==> config.mk <==
export PLATFORM = sky130hd
export DESIGN_NAME = slave_rd_arbiter
export DESIGN_NICKNAME = d
export VERILOG_FILES = /design/src/rtl/slave_rd_arbiter.sv
export SDC_FILE = /design/constraint.sdc
export NUM_CORES = 1
export LEC_CHECK = 0
export CORE_ASPECT_RATIO = 0.8
export CORE_MARGIN = 2
export CORE_UTILIZATION = 40
export DETAILED_ROUTE_END_ITERATION = 7
export PLACE_DENSITY = 0.62
export SLEW_MARGIN = 40
export SYNTH_ARGS = -nofsm -noshare
export SYNTH_HDL_FRONTEND = slang
export SYNTH_SLANG_ARGS = --single-unit
==> constraint.sdc <==
create_clock -name aclk -period 2.1 [get_ports aclk]
set_input_delay 0.21 -clock aclk [delete_from_list [all_inputs] [get_ports aclk]]
set_output_delay 0.21 -clock aclk [all_outputs]
set_load 0.03 [all_outputs]
==> src/rtl/slave_rd_arbiter.sv <==
// Two-master read arbiter: per-master request FIFOs, round-robin grant, single outstanding slave read.
// Latency: s_req rises 2 edges after a push into an empty FIFO; ack/resp pulse 1 cycle after slave response.
// Backpressure: mX_fifo_full when FIFO holds FIFO_DEPTH entries; pushes while full are dropped.
// Optional watchdog: define SLAVE_RD_ARB_TIMEOUT_EN to enable the TIMEOUT-cycle slave watchdog.

// Generic synchronous FIFO; push is ignored while full, pop must only be issued when not empty.
module slave_rd_arbiter_fifo #(
  parameter int WIDTH = 32,
  parameter int DEPTH = 4
) (
  input  logic             aclk,
  input  logic             areset,
  input  logic             push,
  input  logic [WIDTH-1:0] din,
  input  logic             pop,
  output logic [WIDTH-1:0] dout,
  output logic             full,
  output logic             empty
);
  localparam int PW = $clog2(DEPTH);
  localparam int CW = $clog2(DEPTH) + 1;

  logic [WIDTH-1:0] mem [DEPTH];
  logic [PW-1:0]    wr_ptr;
  logic [PW-1:0]    rd_ptr;
  logic [CW-1:0]    count;
  logic             wr_en;

  assign wr_en = push && !full;
  assign full  = (count == CW'(DEPTH));
  assign empty = (count == '0);
  assign dout  = mem[rd_ptr];

  // Storage array; contents are don't-care until written.
  always_ff @(posedge aclk) begin
    if (wr_en) mem[wr_ptr] <= din;
  end

  // Pointer and occupancy tracking; simultaneous push and pop keeps count unchanged.
  always_ff @(posedge aclk) begin
    if (areset) begin
      wr_ptr <= '0;
      rd_ptr <= '0;
      count  <= '0;
    end else begin
      if (wr_en) wr_ptr <= wr_ptr + 1'b1;
      if (pop)   rd_ptr <= rd_ptr + 1'b1;
      case ({wr_en, pop})
        2'b10:   count <= count + 1'b1;
        2'b01:   count <= count - 1'b1;
        default: count <= count;
      endcase
    end
  end
endmodule

module slave_rd_arbiter #(
  parameter int AWIDTH     = 32,
  parameter int DWIDTH     = 32,
  parameter int FIFO_DEPTH = 4,
  parameter int TIMEOUT    = 255
) (
  input  logic              aclk,
  input  logic              areset,
  input  logic              m0_wren,
  input  logic [AWIDTH-1:0] m0_addr,
  output logic              m0_fifo_full,
  output logic              m0_ack,
  output logic              m0_resp,
  output logic [DWIDTH-1:0] m0_rdata,
  input  logic              m1_wren,
  input  logic [AWIDTH-1:0] m1_addr,
  output logic              m1_fifo_full,
  output logic              m1_ack,
  output logic              m1_resp,
  output logic [DWIDTH-1:0] m1_rdata,
  output logic              s_req,
  output logic [AWIDTH-1:0] s_addr,
  input  logic              s_ack,
  input  logic              s_resp,
  input  logic [DWIDTH-1:0] s_rdata,
  output logic              rd_timeout
);
  typedef enum logic [1:0] {IDLE, REQ, WAIT_RESP, RETURN} state_t;

  state_t            state, state_n;
  logic [AWIDTH-1:0] head0, head1;
  logic              empty0, empty1;
  logic              pop0, pop1;
  logic              sel;        // 1 selects master 1 in IDLE
  logic              grant_q;    // master currently/last granted; resets to 1 so master 0 wins first
  logic              capture;    // slave response accepted this cycle
  logic              tmo;        // watchdog limit reached in current state
  logic              tmo_hit;    // watchdog forces completion this cycle
  logic [DWIDTH-1:0] ret_data;

  slave_rd_arbiter_fifo #(.WIDTH(AWIDTH), .DEPTH(FIFO_DEPTH)) u_fifo0 (
    .aclk(aclk), .areset(areset), .push(m0_wren), .din(m0_addr), .pop(pop0),
    .dout(head0), .full(m0_fifo_full), .empty(empty0)
  );

  slave_rd_arbiter_fifo #(.WIDTH(AWIDTH), .DEPTH(FIFO_DEPTH)) u_fifo1 (
    .aclk(aclk), .areset(areset), .push(m1_wren), .din(m1_addr), .pop(pop1),
    .dout(head1), .full(m1_fifo_full), .empty(empty1)
  );

  assign s_req    = (state == REQ);
  assign m0_ack   = (state == RETURN) && !grant_q;
  assign m0_resp  = (state == RETURN) && !grant_q;
  assign m1_ack   = (state == RETURN) && grant_q;
  assign m1_resp  = (state == RETURN) && grant_q;
  assign ret_data = capture ? s_rdata : '1;

  // Next-state, round-robin selection and FIFO pop decode.
  always_comb begin
    state_n = state;
    pop0    = 1'b0;
    pop1    = 1'b0;
    capture = 1'b0;
    tmo_hit = 1'b0;
    sel     = (!empty0 && !empty1) ? !grant_q : empty0;
    case (state)
      IDLE: begin
        if (!empty0 || !empty1) begin
          state_n = REQ;
          pop0    = !sel;
          pop1    = sel;
        end
      end
      REQ: begin
        if (s_ack && s_resp) begin
          state_n = RETURN;
          capture = 1'b1;
        end else if (s_ack) begin
          state_n = WAIT_RESP;
        end else if (tmo) begin
          state_n = RETURN;
          tmo_hit = 1'b1;
        end
      end
      WAIT_RESP: begin
        if (s_resp) begin
          state_n = RETURN;
          capture = 1'b1;
        end else if (tmo) begin
          state_n = RETURN;
          tmo_hit = 1'b1;
        end
      end
      RETURN:  state_n = IDLE;
      default: state_n = IDLE;
    endcase
  end

  // State register, grant pointer, slave address and per-master returned data.
  always_ff @(posedge aclk) begin
    if (areset) begin
      state    <= IDLE;
      grant_q  <= 1'b1;
      s_addr   <= '0;
      m0_rdata <= '0;
      m1_rdata <= '0;
    end else begin
      state <= state_n;
      if (pop0 || pop1) begin
        grant_q <= pop1;
        s_addr  <= pop1 ? head1 : head0;
      end
      if (capture || tmo_hit) begin
        if (grant_q) m1_rdata <= ret_data;
        else         m0_rdata <= ret_data;
      end
    end
  end

`ifdef SLAVE_RD_ARB_TIMEOUT_EN
  localparam int TW = $clog2(TIMEOUT + 1);
  logic [TW-1:0] tmo_cnt;

  assign tmo = ((state == REQ) || (state == WAIT_RESP)) && (tmo_cnt == TW'(TIMEOUT - 1));

  // Watchdog counter restarts on every state change; expiry pulse lines up with RETURN.
  always_ff @(posedge aclk) begin
    if (areset) begin
      tmo_cnt    <= '0;
      rd_timeout <= 1'b0;
    end else begin
      rd_timeout <= tmo_hit;
      if (state_n != state)                          tmo_cnt <= '0;
      else if ((state == REQ) || (state == WAIT_RESP)) tmo_cnt <= tmo_cnt + 1'b1;
    end
  end
`else
  logic unused_timeout;
  assign tmo            = 1'b0;
  assign rd_timeout     = 1'b0;
  assign unused_timeout = ^TIMEOUT;
`endif
endmodule

After elaboration in Yosys (flattened, before gate mapping)
Memory sizes are Yosys's and may differ from the RTL's. A register that Yosys moved wholly into a read port is not among the register bits. Index checks and enable logic that the tools add are counted.

Register bits after elaboration: 113. Bits in latches: 0. Memory bits (writable): 256. Memory bits (read-only): 0. Output and inout port bits: 104. Logic and storage cells: 80. Memories kept: 2.

Memory list: u_fifo0.mem (words 4, bits a word 32, read ports 1, clocked after memory_dff 1, wr ports 1, line 23) `logic [WIDTH-1:0] mem [DEPTH];`; u_fifo1.mem (words 4, bits a word 32, read ports 1, clocked after memory_dff 1, wr ports 1, line 23).

Add/subtract/negate cells: 8. Multiply operators: 0. Div/mod/pow operators: 0. $lt $le $gt $ge: 0. Equal/unequal tests: 12. Shifts and indexed selects: 0. Muxes and demuxes: 24. Bitwise logic cells: 1. Reductions and logical operators: 22.

Operators by type and width (count): $mux 32 (1); $mux 2 (8); $pmux 3 s2 (2); $mux 1 (11); $add 2x1->2 const B (4); $eq 2x2->1 const B (4); $pmux 2 s4 (1); $add 3x1->3 const B (2); $eq 2x1->1 const B (3); $eq 3x3->1 const B (2); $logic_and 1x1->1 (6); $logic_not 1->1 (6); $logic_not 3->1 (2); $sub 3x1->3 const B (2); $ne 2x2->1 const B (2); $reduce_and 2->1 (2); $reduce_bool 2->1 (2); $ne 3x1->1 const B (1); $reduce_and 3->1 (1); $logic_not 2->1 (1); $logic_or 1x1->1 (2); $pmux 1 s2 (1); $not 1->1 (1).

Logic depth before layout (Yosys ltp)
Gate-level depths: netlist of the first run.

Depth in word-level cells: 9. Depth in mapped cells: 10. Gate-level depth less buffers: 10.

By module
From an unflattened synthesis of the first run, not the netlist that was laid out.

Cell total of the unflattened synthesis: 933. Area, all modules: 14570.2 um^2.

Modules (own cells, without submodules): slave_rd_arbiter_fifo (times used 2, cells an instance 218, area an instance 5118.7 um^2); slave_rd_arbiter (times used 1, cells an instance 497, area an instance 4332.9 um^2).

Worst setup path before layout of the first run
No wires, ideal clock.

Kind: reg2reg. From: reg u_fifo0.count[2]. To: reg u_fifo0.count[2]. Library setup time: 70 ps. Data arrival time: 2666 ps. Setup slack: -636 ps. Stages on the path, launching flop included: 11. Clock period less this slack: 2736 ps. Path through: dfxtp_1 -> nor3b_1 -> nor2b_1 -> clkbuf_1 -> inv_1 -> ha_1 -> inv_1 -> fa_1 -> xor2_1 -> or3_1 -> a21oi_1.

Elaborated cells on any way between the ends: 17.

RTL lines: start, declared (line 26) `logic [CW-1:0] count;`; start signal, assigned (line 49) `2'b10: count <= count + 1'b1;`; start signal, assigned (line 50) `2'b01: count <= count - 1'b1;`; start signal, assigned (line 51) `default: count <= count;`; $eq 3x3->1 (*) (line 30) `assign full = (count == CW'(DEPTH));`; via m0_fifo_full (line 67) `output logic m0_fifo_full,`; $logic_not 1->1 (*) (line 29) `assign wr_en = push && !full;`; $logic_and 1x1->1 (*) (line 29); $eq 2x1->1 or $eq 2x2->1 (tied branches) (line 48) `case ({wr_en, pop})`; $pmux 3 s2 or $reduce_bool 2->1 (tied branches).

Mark *: on every way through the listed nets, which the timed path passes. The rest lies on a longest branch. A chain may end at the register's enable or synchronous reset.

Final worst setup path of the first run
From: reg u_fifo0.count[0]. To: reg u_fifo0.count[2].

Cells in the longest elaborated chain, start to end: 9. Elaborated cells on any way between the ends: 17.

RTL lines: $logic_not 3->1 (line 31) `assign empty = (count == '0);`; $logic_not 1->1 (line 121, 124); $logic_and 1x1->1 (line 121) `sel = (!empty0 && !empty1) ? !grant_q : empty0;`; $mux 1 (line 121); $logic_not 1->1 (line 126) `pop0 = !sel;`; $mux 1 (line 124) `if (!empty0 || !empty1) begin`; $mux 1 (line 122) `case (state)`; $eq 2x1->1 or $eq 2x2->1 (tied branches) (line 48); $pmux 3 s2 or $reduce_bool 2->1 (tied branches).

Parallel ways exist; a longest one is shown, timed or not.

==> results.py, run 1 <==
metrics = {
    "drt": {
        "antenna_left": 0,
        "drc": 0,
        "via_count": 8070,
        "via_per_inst": 4.945,
        "drtIter0Drc": 587,
        "first_pass_iters": 4,
        "routedWlPerCell_um": 18.95,
        "totalWireLength_um": 30930,
    },
    "die": {
        "die-area_um2": 36550,
        "die_x_um": 213.3,
        "io_pins": 206,
        "die_y_um": 171.4,
        "rows": 61,
        "core_area_um2": 34650,
        "initial_core_util_pct": 40.44,
    },
    "global_routing": {
        "busiest_layer": "met2",
        "use_met3_pct": 3.360,
        "gr-total-overflow": 0,
        "grt_max_degree": 66,
        "met1_usage_pct": 24.50,
        "grt_pass1_wl_um": 47060,
        "grt_usage_pct": 17.09,
        "grt_pass1_vias": 8155,
        "met2_usage_pct": 26.51,
        "antenna_found_initial": 3,
    },
    "sta": {
        "grt_setup_unrepaired": "true",
        "tightest_slew_ps": 526.5,
        "final-max-slew-violation-count": 0,
        "slew_headroom_pct": 64.90,
        "setup_viol": 0,
        "max_freq_mhz": 487.7,
        "finalHoldViolations": 0,
        "fin_crit_ps": 2051,
        "fin_crit_sh_pct": 97.65,
        "clock_skew_ps": 17.58,
    },
    "final_layout": {
        "regArea_um2": 10040,
        "layout_commonest_cell": "edfxtp_1",
        "synthToLayoutAreaGrowth_pct": 30.10,
        "fill_cells": 2921,
        "final_core_util_pct": 52.61,
        "final_cell_mix": "256 x edfxtp_1, 196 x clkdlybuf4s50_1, 129 x nand2_1",
        "multiInputGateArea_um2": 3734,
        "num-nets-final": 1247,
        "fin_cells": 1632,
        "finalInstanceArea_um2": 18230,
        "layout-drive-gt1-share_pct": 17.70,
    },
    "clocking": {
        "cts-root-buf": "clkbuf_16",
        "cts.htree.levels": 2,
        "clk_latency_ps": 540,
        "clkTransAtPathRegs_ps": 60,
        "numCtsBuffers": 38,
        "clock-sinks": 373,
        "cts_tree": "built",
        "clk_path_buf_depth": 3,
    },
    "synthesis": {
        "syn_area_per_cell_um2": 15.73,
        "synth_top_cell_area_share_pct": 54.86,
        "netlist_area_um2": 14010,
        "syn_inst": 891,
        "synthFlopType": "edfxtp_1",
        "synth-edff-count": 256,
        "synth_area_leaders": "edfxtp_1 55%, dfxtp_1 17%, mux4_2 10%",
        "syn_nets": 1009,
        "yosysTopAreaCell": "edfxtp_1",
        "yosysWarnings": 0,
        "ys_async_sr_fraction_pct": 0,
        "ys_ff_latch": 373,
        "yosysSeqAreaShare_pct": 71.58,
        "ys_types": 37,
    },
    "setup_path": {
        "crit_path_cell_trace": "or3_4, buf_6, o211ai_1, inv_1, ha_4, inv_2, fa_2, xor2_1, or3_1, a21oi_1",
        "criticalPathCategory": "flop to flop",
        "slowest_delay_ps": 400,
        "slowest_stage": "or3_4",
        "end_kind": "flop",
        "critPathRequiredTime_ps": 2550,
        "start_kind": "flop",
        "cp_data_arrival_time_ps": 2500,
        "cp_max_fo": 3,
    },
    "placement": {
        "placed_area_um2": 17020,
        "port_buffers": 204,
        "gp_congestion": 0.7303,
        "place_inst": 1560,
        "hpwlAfterDp_um": 20600,
    },
    "pwr": {
        "power_density_nw_per_um2": 1266,
        "power.leakage_nw": 6.154,
        "vdd_drop_max_v": 0.0007254,
    },
    "hold_path": {
        "hold_class": "input port to flop",
    },
    "flow_run": {
        "max-cap-violations": 0,
    },
    "status": {
        "outcome": "completed",
    },
}
[power by group]
group          total, mW  switching, mW  internal [mW]
logic               7.33           3.98           3.35
registers           9.37          0.410           8.96
clock network       6.37           2.71           3.66
[cells in the mapped netlist (all sizes together), types with 10 or more instances]
master and n:
mux2i 36, buf 17, edfxtp 256, a211oi 33, clkbuf 40, and2 10
dfxtp 117, inv 14, nor2 48, nand2 129, ha 14, mux4 64
a21oi 70
[through the flow]
stage	total power, mW	TNS [ps]	setup WS (ps)	hold WS [ps]
2_1_floorplan	14.17	-81.55	-81.55	308.9
3_3_place_gp	16.73	-57.35	-57.35	442.2
3_5_place_dp	16.86	-110.3	-110.3	446.9
4_1_cts	23.29	0	3.438	115.9
5_1_grt	24.26	-111.7	-55.07	148.7
6_report	23.07	0	49.39	138.0
[routing by layer]
layer / part of all wire (%) / vias to the layer above
li1: - / 3803
met1: 46 / 4012
met2: 46 / 203
met3: 5.2 / 50
met4: 2.1 / 2
met5: 0.032 / -
[final cells by class]
type	instances	area share (%)
sequential	373	55.09
clock buffer	54	5.820
clock inverter	15	0.6314
timing repair buffer	255	14.43
antenna	2	0.02745
tap	472	3.240
multi-input combinational	447	20.48
inverter	14	0.2883
[worst max-delay path: cells and delay by family, from the launching register on]
kind / cells / cell delay (ps)
and+or+nand+nor: 2 / 710
buffers and inverters: 3 / 300
AOI/OAI and AO/OA: 2 / 240
adders and majority gates: 2 / 350
DFF: 1 / 320
xor gates and xnor gates: 1 / 70
[logic make-up (layout without fill, tap and decap cells)]
| group | after synthesis | count (layout) | synth area share, % |
|---|---|---|---|
| flops | 373 | 373 | 71.58 |
| simple gates | 206 | 206 | 6.125 |
| compound gates | 115 | 115 | 4.956 |
| mux | 100 | 100 | 12.86 |
| buf+inv | 71 | 338 | 2.357 |
| fa+ha+maj | 16 | 16 | 1.536 |
| xor+xnor | 9 | 9 | 0.5625 |
| other cells | 1 | 3 | 0.02676 |
[state kept, by name (all words and copies together) (netlist names), named ones only]
register / count
u_fifo1.wr_ptr: 2
state: 2
m0_rdata: 32
u_fifo1.count: 3
u_fifo1.mem: 128
u_fifo0.rd_ptr: 2
grant_q: 1
u_fifo1.rd_ptr: 2
u_fifo0.mem: 128
u_fifo0.count: 3
m1_rdata: 32
u_fifo0.wr_ptr: 2
s_addr: 32
[path summary, 6_finish.rpt]
kind	start	to	slack [ps]	cells after the start
min reg2reg	m1_rdata[23]$_SDFFE_PP0P_	m1_rdata[23]$_SDFFE_PP0P_	450	2
min	areset	u_fifo0.rd_ptr[0]$_SDFFE_PP0N_	140	2
max reg2reg	u_fifo0.count[0]$_SDFFE_PP0P_	u_fifo0.count[2]$_SDFFE_PP0P_	50	10
max	u_fifo0.count[0]$_SDFFE_PP0P_	u_fifo0.count[2]$_SDFFE_PP0P_	50	10
[what timing repair did]
| action | 4_1_cts | 5_1_grt |
|---|---|---|
| pin swaps | 0 | 3 |
| hold buffers | 0 | 0 |
| endpoints found under the setup margin | 8 | 3 |
| resized for setup | 8 | 8 |
| buffers inserted | 0 | 1 |
Note: power is estimated with default switching activity, not from simulation.
==> run 2, diff against run 1 <==
--- a/config.mk
+++ b/config.mk
@@ -9,8 +9,8 @@
 export CORE_MARGIN = 2
 export CORE_UTILIZATION = 40
 export DETAILED_ROUTE_END_ITERATION = 7
-export PLACE_DENSITY = 0.62
-export SLEW_MARGIN = 40
+export PLACE_DENSITY = 0.6
+export SLEW_MARGIN = 20
 export SYNTH_ARGS = -nofsm -noshare
 export SYNTH_HDL_FRONTEND = slang
 export SYNTH_SLANG_ARGS = --single-unit
==> constraint.sdc (replaced) <==
create_clock -name aclk -period 2.3 [get_ports aclk]
set_input_delay 0.23 -clock aclk [delete_from_list [all_inputs] [get_ports aclk]]
set_output_delay 0.23 -clock aclk [all_outputs]
set_load 0.03 [all_outputs]
==> run 2 against run 1 <==
Against the previous run:
- count of clock-buffer cells in the layout unchanged
- utilization is 0.49 points lower
- hold slack lost 25 ps
- flip-flop and latch count unchanged
- sequential share of layout area rose by 0.49 points
- global-route usage rose by 0.28 points
- maximum frequency is 5.8% lower
- power is 9.7% lower
- clock skew is 3.7 ps higher
==> results.py, run 2 (synthesized netlist as in run 1, its figures left out) <==
metrics = {
    "status": {
        "outcome": "completed",
    },
    "die": {
        "core_area_um2": 34650,
        "io_pins": 206,
        "initial_core_util_pct": 40.44,
        "die_y_um": 171.4,
        "rows": 61,
        "die_x_um": 213.3,
        "die-area_um2": 36550,
    },
    "setup_path": {
        "crit_start": "u_fifo1.count[2]$_SDFFE_PP0P_",
        "critPathRequiredTime_ps": 2770,
        "cp_data_arrival_time_ps": 2650,
        "r2r-start": "u_fifo1.count[2]$_SDFFE_PP0P_",
        "start_kind": "flop",
        "criticalPathCategory": "flop to flop",
        "cp_max_fo": 5,
        "end_kind": "flop",
    },
    "hold_path": {
        "min_from": "areset",
        "hold_class": "input port to flop",
    },
    "clocking": {
        "cts_setup_buffers": 0,
        "clk_path_buf_depth": 3,
        "cts.htree.levels": 2,
        "cts_tree": "built",
        "cts-root-buf": "clkbuf_16",
        "holdBufCountCts": 0,
        "clkTransAtPathRegs_ps": 60,
        "clock-sinks": 373,
        "numCtsBuffers": 38,
        "clk_latency_ps": 560,
    },
    "sta": {
        "finalHoldViolations": 0,
        "fin_crit_sh_pct": 94.68,
        "final-max-slew-violation-count": 0,
        "setup_viol": 0,
        "setup_tns_ps": 0,
        "slew_headroom_pct": 62.46,
        "max_freq_mhz": 459.2,
        "grt_setup_unrepaired": "true",
        "fin_crit_ps": 2178,
        "tightest_slew_ps": 563.1,
        "finalWorstSetupSlack_ps": 122.5,
        "hold_ws_ps": 112.8,
        "clock_skew_ps": 21.31,
    },
    "drt": {
        "via_count": 7960,
        "routedWlPerCell_um": 19.62,
        "drtIter0Drc": 545,
        "totalWireLength_um": 31590,
        "first_pass_iters": 5,
        "via_per_inst": 4.944,
        "antenna_left": 0,
        "drc": 0,
    },
    "pwr": {
        "netSwitchingFraction_pct": 31.15,
        "seq_power_share_pct": 41.1,
        "vdd_drop_max_v": 0.0007783,
        "combPwrFrac_pct": 30.4,
        "p_sw_mw": 6.492,
        "power.leakage_nw": 6.066,
        "internal_power_mw": 14.35,
        "p_clk_share_pct": 28.5,
        "power_density_nw_per_um2": 1154,
    },
    "final_layout": {
        "regArea_um2": 10040,
        "layout-drive-gt1-share_pct": 15.05,
        "synthToLayoutAreaGrowth_pct": 28.88,
        "num-nets-final": 1227,
        "layout_commonest_cell": "edfxtp_1",
        "final_cell_mix": "256 x edfxtp_1, 199 x clkdlybuf4s50_1, 129 x nand2_1",
        "finalInstanceArea_um2": 18060,
        "multiInputGateArea_um2": 3691,
        "reg_top3": "u_fifo0.mem: 128 flops, u_fifo1.mem: 128 flops",
        "fill_cells": 2947,
        "final_core_util_pct": 52.12,
    },
    "placement": {
        "gp_congestion": 0.7183,
        "placed_area_um2": 16830,
        "port_buffers": 204,
        "dp_slack_ps": 59.75,
        "hpwlAfterDp_um": 19810,
    },
    "global_routing": {
        "gr-total-overflow": 0,
        "grt_pass1_wl_um": 47360,
        "antenna_found_initial": 2,
        "grt_pass1_vias": 7940,
        "grt_usage_pct": 17.37,
        "grt_max_degree": 66,
    },
    "flow_run": {
        "max-cap-violations": 0,
    },
}
==> run 2: path summary, 6_finish.rpt <==
| path | to | slack (ps) | depth (start not counted) |
|---|---|---|---|
| min reg2reg | m0_rdata[30]$_SDFFE_PP0P_ | 450 | 2 |
| max | u_fifo0.count[2]$_SDFFE_PP0P_ | 120 | 9 |
| max reg2reg | u_fifo0.count[2]$_SDFFE_PP0P_ | 120 | 9 |
| min | u_fifo1.count[0]$_SDFFE_PP0P_ | 110 | 2 |
==> run 2: power groups by stage <==
stage | sequential, mW | combinational, mW | clock, mW
2_1_floorplan | 9.09 | 3.80 | 0
3_3_place_gp | 8.68 | 6.37 | 0
3_5_place_dp | 8.72 | 6.43 | 0
4_1_cts | 8.58 | 6.46 | 6.10
5_1_grt | 8.66 | 6.90 | 6.37
6_report | 8.57 | 6.33 | 5.94
==> run 2: per-stage QoR <==
step,cells,total power [mW]
after floorplan,891,12.89
after global placement,1541,15.05
after detailed placement,1541,15.15
after CTS,1608,21.14
after global routing,1610,21.94
final,1610,20.84
==> run 2: final cells by class <==
class	count	area share (%)
Antenna cell	2	0.02771
Clock buffer	54	5.820
Clock inverter	13	0.9215
Inverter	14	0.2910
Multi-Input combinational cell	447	20.44
Sequential cell	373	55.57
Tap cell	472	3.270
Timing Repair Buffer	235	13.66
==> run 2: per-layer routing <==
metal / part of all wire, % / GRT usage (%) / up-vias
met5: 0 / 0 / -
met4: 2.7 / 5.616 / 0
met3: 5.2 / 3.159 / 58
met2: 46 / 26.94 / 219
met1: 46 / 24.94 / 3916
li1: - / - / 3767
==> run 2: what timing repair did <==
action,CTS,global route
pin swaps,0,1
resized for setup,1,6
cloned,0,0
endpoints found under the setup margin,1,5
==> run 2: critical path, cell delays in order, from the launching register on <==
cell	delay, ps
dfxtp_1	350
nor3_4	330
o211ai_1	150
inv_1	70
ha_1	170
inv_1	60
fa_1	380
xor2_1	180
or3_1	300
a21oi_1	130
==> run 3, diff against run 2 <==
--- a/config.mk
+++ b/config.mk
@@ -7,9 +7,9 @@
 export LEC_CHECK = 0
 export CORE_ASPECT_RATIO = 0.8
 export CORE_MARGIN = 2
-export CORE_UTILIZATION = 40
+export CORE_UTILIZATION = 44
 export DETAILED_ROUTE_END_ITERATION = 7
-export PLACE_DENSITY = 0.6
+export PLACE_DENSITY = 0.65
 export SLEW_MARGIN = 20
 export SYNTH_ARGS = -nofsm -noshare
 export SYNTH_HDL_FRONTEND = slang
==> run 3 against run 2 <==
Against the previous run:
- power increased by 0.19%
- clock skew decreased by 7.5 ps
- register-to-register slack gained 20 ps
- via count increased by 0.50%
- maximum frequency fell by 1.4%
- clock power about the same
- critical path depth decreased by 6
- die area shrank 8.9%
- critical path type is now flop to output port
- first-iteration DRC count increased by 0.73%
- routed wire length is 2.8% lower
- final area hardly changed
==> results.py, run 3 (synthesized netlist as in run 1, its figures left out) <==
metrics = {
    "placement": {
        "hpwlAfterDp_um": 19440,
        "gp_congestion": 0.7230,
        "port_buffers": 204,
        "placed_area_um2": 16800,
    },
    "setup_path": {
        "cp_max_fo": 7,
        "cp_top_family": "buffers and inverters",
        "slowest_delay_ps": 670,
        "crit_path_cell_trace": "buf_4, and2_1, clkdlybuf4s50_1",
        "criticalPathCategory": "flop to output port",
        "end_kind": "output port",
        "slowest_stage": "clkdlybuf4s50_1",
        "cp_data_arrival_time_ps": 1980,
        "critPathRequiredTime_ps": 2070,
        "crit_buf_inv": 2,
        "start_kind": "flop",
    },
    "final_layout": {
        "regArea_um2": 10030,
        "final_cell_mix": "256 x edfxtp_1, 200 x clkdlybuf4s50_1, 129 x nand2_1",
        "layout_commonest_cell": "edfxtp_1",
        "synthToLayoutAreaGrowth_pct": 28.84,
        "multiInputGateArea_um2": 3701,
        "finalInstanceArea_um2": 18050,
        "reg_top3": "u_fifo0.mem: 128 flops, u_fifo1.mem: 128 flops",
        "num-nets-final": 1231,
        "fill_cells": 2454,
        "layout-drive-gt1-share_pct": 15.38,
    },
    "clocking": {
        "clock-sinks": 373,
        "numCtsBuffers": 39,
        "cts_tree": "built",
        "clk_latency_ps": 530,
        "cts-root-buf": "clkbuf_16",
        "clkTransAtPathRegs_ps": 60,
        "cts.htree.levels": 2,
        "clk_path_buf_depth": 3,
    },
    "flow_run": {
        "max-cap-violations": 0,
    },
    "global_routing": {
        "antenna_found_initial": 3,
        "gr-total-overflow": 0,
        "grt_usage_pct": 18.69,
        "grt_max_degree": 66,
        "grt_pass1_vias": 8032,
        "grt_pass1_wl_um": 47030,
    },
    "pwr": {
        "vdd_drop_max_v": 0.001001,
        "power_mw": 20.88,
        "seq_power_share_pct": 41.5,
        "power.leakage_nw": 6.105,
        "internal_power_mw": 14.52,
        "netSwitchingFraction_pct": 30.45,
        "p_clk_share_pct": 28.5,
        "combPwrFrac_pct": 30.0,
        "power_density_nw_per_um2": 1157,
        "p_sw_mw": 6.359,
    },
    "die": {
        "io_pins": 206,
        "die_x_um": 203.5,
        "rows": 58,
        "core_area_um2": 31420,
        "die-area_um2": 33300,
        "initial_core_util_pct": 44.59,
        "die_y_um": 163.6,
    },
    "drt": {
        "drc": 0,
        "routedWlPerCell_um": 19.60,
        "first_pass_iters": 5,
        "drtIter0Drc": 549,
        "via_count": 8000,
        "antenna_left": 0,
        "totalWireLength_um": 30710,
        "via_per_inst": 5.105,
    },
    "hold_path": {
        "hold_class": "input port to flop",
    },
    "status": {
        "outcome": "completed",
    },
    "sta": {
        "tightest_slew_ps": 524.3,
        "fin_crit_sh_pct": 96.02,
        "clock_skew_ps": 13.80,
        "max_freq_mhz": 452.8,
        "slew_headroom_pct": 65.05,
        "fin_crit_ps": 2208,
        "finalHoldViolations": 0,
        "final-max-slew-violation-count": 0,
        "setup_viol": 0,
        "hold_ws_ps": 36.23,
    },
}
[run 3: metal layers]
| metal | vias up | part of all wire [%] | GRT usage (%) | wire length [um] |
|---|---|---|---|---|
| met5 | - | 0 | 0 | 0 |
| met4 | 0 | 1.5 | 4.545 | 446 |
| met3 | 32 | 5.3 | 4.010 | 1630 |
| met2 | 193 | 48 | 29.49 | 14600 |
| met1 | 3993 | 46 | 26.61 | 14030 |
| li1 | 3782 | - | - | - |
[run 3: layout make-up]
cell class	instances	area share (%)
sequential	373	55.58
multi-input combinational	447	20.50
inverter	14	0.2911
clock inverter	12	0.4020
tap	420	2.911
clock buffer	60	6.411
timing repair buffer	238	13.86
antenna	3	0.04158
[run 3: path summary, 6_finish.rpt]
check                                         startpoint                             to  slack, ps  depth (start not counted)
worst max-delay path                grant_q$_SDFFE_PP1P_                        m1_resp         90                          3
worst min-delay path                              areset      m0_rdata[26]$_SDFFE_PP0P_         40                          2
worst max register to register     state[0]$_SDFFE_PP0P_  u_fifo0.count[2]$_SDFFE_PP0P_        140                         10
worst min register to register  m1_rdata[1]$_SDFFE_PP0P_       m1_rdata[1]$_SDFFE_PP0P_        450                          2
[run 3: power groups by stage]
stage / logic (mW) / clock network, mW / registers, mW
2_1_floorplan: 3.80 / 0 / 9.09
3_3_place_gp: 6.20 / 0 / 8.78
3_5_place_dp: 6.30 / 0 / 8.82
4_1_cts: 6.33 / 6.10 / 8.69
5_1_grt: 6.81 / 6.39 / 8.77
6_report: 6.27 / 5.95 / 8.67
[run 3: metrics by stage]
stage | setup slack (ps) | instances | util [%] | TNS (ps)
4_1_cts | 5.087 | 1564 | 57.37 | 0
5_1_grt | -3.853 | 1564 | 57.43 | -3.853
3_5_place_dp | 37.44 | 1492 | 53.45 | 0
2_1_floorplan | -97.40 | 891 | - | -97.40
3_3_place_gp | 76.30 | 1492 | 53.45 | 0
6_report | 91.63 | 1567 | 57.45 | 0
[run 3: worst reg2reg max path, stage by stage (launching register included)]
cell and delay [ps]:
dfxtp_1 310, inv_1 140, ha_4 190, o211ai_1 160, inv_1 90, ha_1 170
inv_1 60, fa_1 370, xor2_1 180, or3_1 300, a21oi_1 130
[run 3: what timing repair did]
action / in CTS / in global routing
hold buffers: 0 / 0
hold endpoints to repair: 0 / 0
endpoints found under the setup margin: 0 / 6
gates resized for setup: 0 / 5
buffers inserted: 0 / 0
